===== src/rtl/ahb_transfer_control.sv =====
`default_nettype none
// ============================================================================
// Module  : ahb_transfer_control
// Purpose : AHB slave transfer FSM that turns address phases into backend requests
// Rev     : 1.0  initial release
// ============================================================================
module ahb_transfer_control #(
  parameter logic [31:0] BASE_ADDR = 32'h0000_0000,
  parameter int          TIMEOUT   = 15
) (
  input  logic        HCLK,
  input  logic        HRESETn,
  input  logic        HSEL,
  input  logic [31:0] HADDR,
  input  logic [1:0]  HTRANS,
  input  logic        HWRITE,
  input  logic [2:0]  HSIZE,
  input  logic [31:0] HWDATA,
  input  logic        HREADYIN,
  input  logic        bk_done,
  input  logic        bk_err,
  output logic        req_valid,
  output logic        req_write,
  output logic [11:0] req_addr,
  output logic [1:0]  req_size,
  output logic [31:0] req_wdata,
  output logic        enable,
  output logic        ready,
  output logic        error
);

  typedef enum logic [2:0] {
    S_IDLE  = 3'd0,
    S_CHECK = 3'd1,
    S_WAIT  = 3'd2,
    S_RESP  = 3'd3,
    S_ERR   = 3'd4,
    S_ZERO  = 3'd5
  } state_t;

  localparam logic [3:0] C_TIMEOUT_LAST = 4'(TIMEOUT - 1);

  state_t      state_q, state_d;
  logic [11:0] addr_q, addr_d;
  logic [1:0]  size_q, size_d;
  logic        write_q, write_d;
  logic        legal_q, legal_d;
  logic [31:0] wdata_q, wdata_d;
  logic [3:0]  cnt_q, cnt_d;
  logic        valid_q, valid_d;
  logic        enable_q, enable_d;
  logic        ready_q, ready_d;
  logic        error_q, error_d;

  logic w_accept;
  logic w_zero;
  logic w_legal;

  assign w_accept = HSEL & HREADYIN & HTRANS[1];
  assign w_zero   = HSEL & HREADYIN & ((HTRANS == 2'b00) | (HTRANS == 2'b01));

  // Legality is resolved at acceptance so an illegal transfer never raises req_valid.
  assign w_legal = (HADDR[31:12] == BASE_ADDR[31:12])
                 && (HSIZE <= 3'b010)
                 && !((HSIZE == 3'b001) && HADDR[0])
                 && !((HSIZE == 3'b010) && (HADDR[1:0] != 2'b00));

  always_comb begin
    state_d = state_q;
    addr_d  = addr_q;
    size_d  = size_q;
    write_d = write_q;
    legal_d = legal_q;
    wdata_d = wdata_q;
    cnt_d   = 4'd0;

    if ((state_q == S_CHECK) && legal_q && write_q) begin
      wdata_d = HWDATA;
    end

    if (w_accept) begin
      state_d = S_CHECK;
      addr_d  = HADDR[11:0];
      size_d  = HSIZE[1:0];
      write_d = HWRITE;
      legal_d = w_legal;
    end else begin
      case (state_q)
        S_CHECK: state_d = legal_q ? S_WAIT : S_ERR;
        S_WAIT: begin
          if (bk_err) begin
            state_d = S_ERR;
          end else if (bk_done) begin
            state_d = S_RESP;
          end else if (cnt_q == C_TIMEOUT_LAST) begin
            state_d = S_ERR;
          end else begin
            state_d = S_WAIT;
            cnt_d   = cnt_q + 4'd1;
          end
        end
        default: state_d = w_zero ? S_ZERO : S_IDLE;
      endcase
    end

    // Outputs are decoded from the next state so they leave the flops aligned with it.
    valid_d  = ((state_d == S_CHECK) && legal_d) || (state_d == S_WAIT);
    enable_d = (state_d != S_IDLE);
    ready_d  = (state_d == S_RESP) || (state_d == S_ZERO);
    error_d  = (state_d == S_ERR);
  end

  always_ff @(posedge HCLK or negedge HRESETn) begin
    if (!HRESETn) begin
      state_q  <= S_IDLE;
      addr_q   <= 12'd0;
      size_q   <= 2'd0;
      write_q  <= 1'b0;
      legal_q  <= 1'b0;
      wdata_q  <= 32'd0;
      cnt_q    <= 4'd0;
      valid_q  <= 1'b0;
      enable_q <= 1'b0;
      ready_q  <= 1'b0;
      error_q  <= 1'b0;
    end else begin
      state_q  <= state_d;
      addr_q   <= addr_d;
      size_q   <= size_d;
      write_q  <= write_d;
      legal_q  <= legal_d;
      wdata_q  <= wdata_d;
      cnt_q    <= cnt_d;
      valid_q  <= valid_d;
      enable_q <= enable_d;
      ready_q  <= ready_d;
      error_q  <= error_d;
    end
  end

  assign req_valid = valid_q;
  assign req_write = write_q;
  assign req_addr  = addr_q;
  assign req_size  = size_q;
  assign req_wdata = wdata_q;
  assign enable    = enable_q;
  assign ready     = ready_q;
  assign error     = error_q;

endmodule
`default_nettype wire

===== config.mk =====
export PLATFORM = sky130hd
export DESIGN_NAME = ahb_transfer_control
export DESIGN_NICKNAME = d
export VERILOG_FILES = /design/src/rtl/ahb_transfer_control.sv
export SDC_FILE = /design/constraint.sdc
export NUM_CORES = 1
export LEC_CHECK = 0
export CAP_MARGIN = 5
export CORE_UTILIZATION = 38
export DETAILED_ROUTE_END_ITERATION = 8
export GPL_TIMING_DRIVEN = 0
export PLACE_DENSITY = 0.86
export SETUP_SLACK_MARGIN = 0.1
export SLEW_MARGIN = 20
export SYNTH_ARGS = -nofsm -noshare
export SYNTH_HDL_FRONTEND = slang
export SYNTH_SLANG_ARGS = --single-unit

===== constraint.sdc =====
create_clock -name HCLK -period 1.66 [get_ports HCLK]
set_clock_uncertainty 0.1 [all_clocks]
set_input_delay 0.332 -clock HCLK [delete_from_list [all_inputs] [get_ports HCLK]]
set_output_delay 0.332 -clock HCLK [all_outputs]
set_load 0.05 [all_outputs]

==> out/results.txt <==
CTS tree - done
FF-to-FF Start - state_q[0]
startpoint class of the critical path - register
die area - 0.00642 mm^2
RR Endpoint - req_wdata[11]
clk_lat worst skew - 320 ps
FF-to-FF path depth - 4
Root Buffer - clkbuf_8
# H-tree levels - 3
Max VDD drop - 0.000611 V
via count - 1818
vias in the first global route - 1875
TNS Setup - 0 ps
max incr delay on CP - 410 ps
cell row count - 28
Netlist Area Pre-Place - 0.00232 mm^2
Critical Path RT - 1770 ps
hold_ws - 244 ps
Seq/Total Area, Yosys - 0.637
Worst Path Max Fanout - 10
Top-Level Pins - 127
top cells by area, synth - dfrtp_1, mux2_2, nor2_1, ha_1, buf_4
Max Slew Vio Count - 0
Power Density - 949 mW/mm^2
Worst path slowest cell - dfrtp_1
Clock Sinks - 59
crit path time final - 1550 ps
DR vias/cell - 4.81
# fillers - 455
share of layout cells above drive strength 1 - 0.403
CTS buffer count - 9
RSZ-0062 raised after global routing - yes
Worst-Margin Slew - 327 ps
Ys Warns - 0
synthesized flop and latch total - 59
Detail Route Antenna Nets - 0
Post-Syn Instances - 159
leading area contributor after synthesis - dfrtp_1
worst-path cell chain - and4bb_2 -> nand2_4 -> buf_4 -> mux2_2
effective utilization at floorplan - 0.394
CTS clk-pin slew, worst paths - 60 ps
Crit. End Element - register
PortBufs - 125
antenna violations before repair - 0
delay-heaviest family, CP - flip-flops
n_diodes - 0
syn_nets - 237
WP data arrival - 1650 ps
nets - 377
CTS Buffer Depth - 2
Worst Path Buf+Inv - 1
final WL - 5.41 mm
Die Wd - 80.1 um
Fin. Hold Viols - 0
global route overflow - 0
maxcap violations - 0
internal reg-to-reg setup slack - 110 ps
Syn-to-layout area delta - 71.2%
largest net degree at the start of global routing - 59
chip height - 80.1 um
post-detail-place hpwl - 4.00 mm
RePlAce Congestion - 0.710
slew margin rel. - 0.782
status - complete, no violations
first-pass GRT wire length - 8.40 mm
synthesized area per cell - 14.6 um^2
drt drc - 0
Synth top area share - 0.637
Max Fclk - 0.647 GHz
LEAKAGE - 1.72 nW
period utilization - 0.932
setup violators final - 0
Initial DRC Count - 32
min-delay worst type - primary input to async pin
Crit path depth - 4
CP Class - register to register
Tot GR Track Use - 0.177
DR WL/cell - 14.3 um
core area - 0.00589 mm^2
first drt pass iteration count - 4
Synth cell types - 27
-- through the flow --
step | util | power [mW] | area, um^2 | instances | setup WS [ps]
detailed placement | 0.627 | 2.66 | 3690 | 360 | -309
floorplan | - | 2.17 | 2320 | 159 | 157
global placement | 0.622 | 2.63 | 3660 | 359 | -1690
global route | 0.674 | 3.93 | 3970 | 378 | 51.7
CTS | 0.673 | 3.81 | 3960 | 377 | 70.1
finish | 0.674 | 3.77 | 3970 | 378 | 113
-- sequential cells by signal, summed over array words and instances (netlist names), 2 cells and up --
name       flops
req_wdata     32
state_q        3
req_addr      12
req_size       2
cnt_q          4
-- logic make-up after synthesis --
kind of cell	synth area share
adders and majority gates	0.0108
muxes	0.228
and+or+nand+nor	0.0734
xor gates and xnor gates	0.0113
DFF	0.637
buffers and inverters	0.0183
AOI/OAI and AO/OA	0.0210
-- layout make-up --
class                           count  area [um^2]  area share
Buffer                              5         38.8     0.00977
Clock buffer                       13          169      0.0426
Clock inverter                      2         10.0     0.00252
Inverter                            3         11.3     0.00284
Multi-Input combinational cell     92          811       0.204
Sequential cell                    59         1480       0.372
Tap cell                           75         93.8      0.0236
Timing Repair Buffer              129         1360       0.342
-- cell usage after synthesis --
library cell	n
nor4_1	3
a21oi_1	4
nor3_1	3
xnor2_1	1
a21o_1	1
clkbuf_1	1
o2111ai_1	1
mux2_1	2
and2_1	1
and4_1	1
nand2_2	1
xor2_1	2
inv_1	3
and4bb_2	1
nor2b_1	1
dfrtp_1	59
nand2_1	5
nor4b_1	1
a31oi_1	2
nor2_1	10
mux2_2	45
buf_4	3
buf_2	1
nand3_1	3
or4_1	1
nand4b_1	1
ha_1	2
-- routing by layer --
layer / share of wire / global-route usage / wire [um]
met1: 0.38 / 0.196 / 2060
met2: 0.51 / 0.302 / 2780
met3: 0.089 / 0.0591 / 483
met4: 0.016 / 0.0929 / 87
met5: 0 / 0 / 0
-- placed cells by master, fill, tap and decap left out, drive strengths merged --
cell type      instances
a21o                   1
a21oi                  4
a31oi                  2
and2                   1
and4                   1
and4bb                 1
buf                    9
clkbuf                14
clkdlybuf4s15         50
clkdlybuf4s50         73
clkinv                 2
dfrtp                 59
dlygate4sd3            1
ha                     2
inv                    3
mux2                  47
nand2                  6
nand3                  3
nand4b                 1
nor2                  10
nor2b                  1
nor3                   3
nor4                   3
nor4b                  1
o2111ai                1
or4                    1
xnor2                  1
xor2                   2
-- worst max path at each step --
stage,from,to,slack [ps]
after CTS,req_write,req_write,70
after detailed placement,HTRANS[1],req_addr[0],-310
after global placement,HRESETn,req_addr[7],-1690
final,state_q[0],req_wdata[11],110
after global routing,state_q[0],req_wdata[26],50
after floorplan,req_write,req_wdata[5],160
-- repair_timing --
| item | 4_1_cts | 5_1_grt |
|---|---|---|
| endpoints found under the hold margin | 59 | 0 |
| buffers inserted | 1 | 1 |
| setup endpoints to repair | 91 | 28 |
| resized for setup | 156 | 5 |
| hold buffers | 1 | 0 |
| pin swaps | 1 | 1 |
-- report_power, final --
| group | switching [mW] | leakage [nW] | internal, mW | total (mW) |
|---|---|---|---|---|
| logic | 0.576 | 0.907 | 0.407 | 0.983 |
| registers | 0.0638 | 0.713 | 1.56 | 1.62 |
| clock network | 0.512 | 0.0953 | 0.651 | 1.16 |
Note: power is estimated with default switching activity, not from simulation.
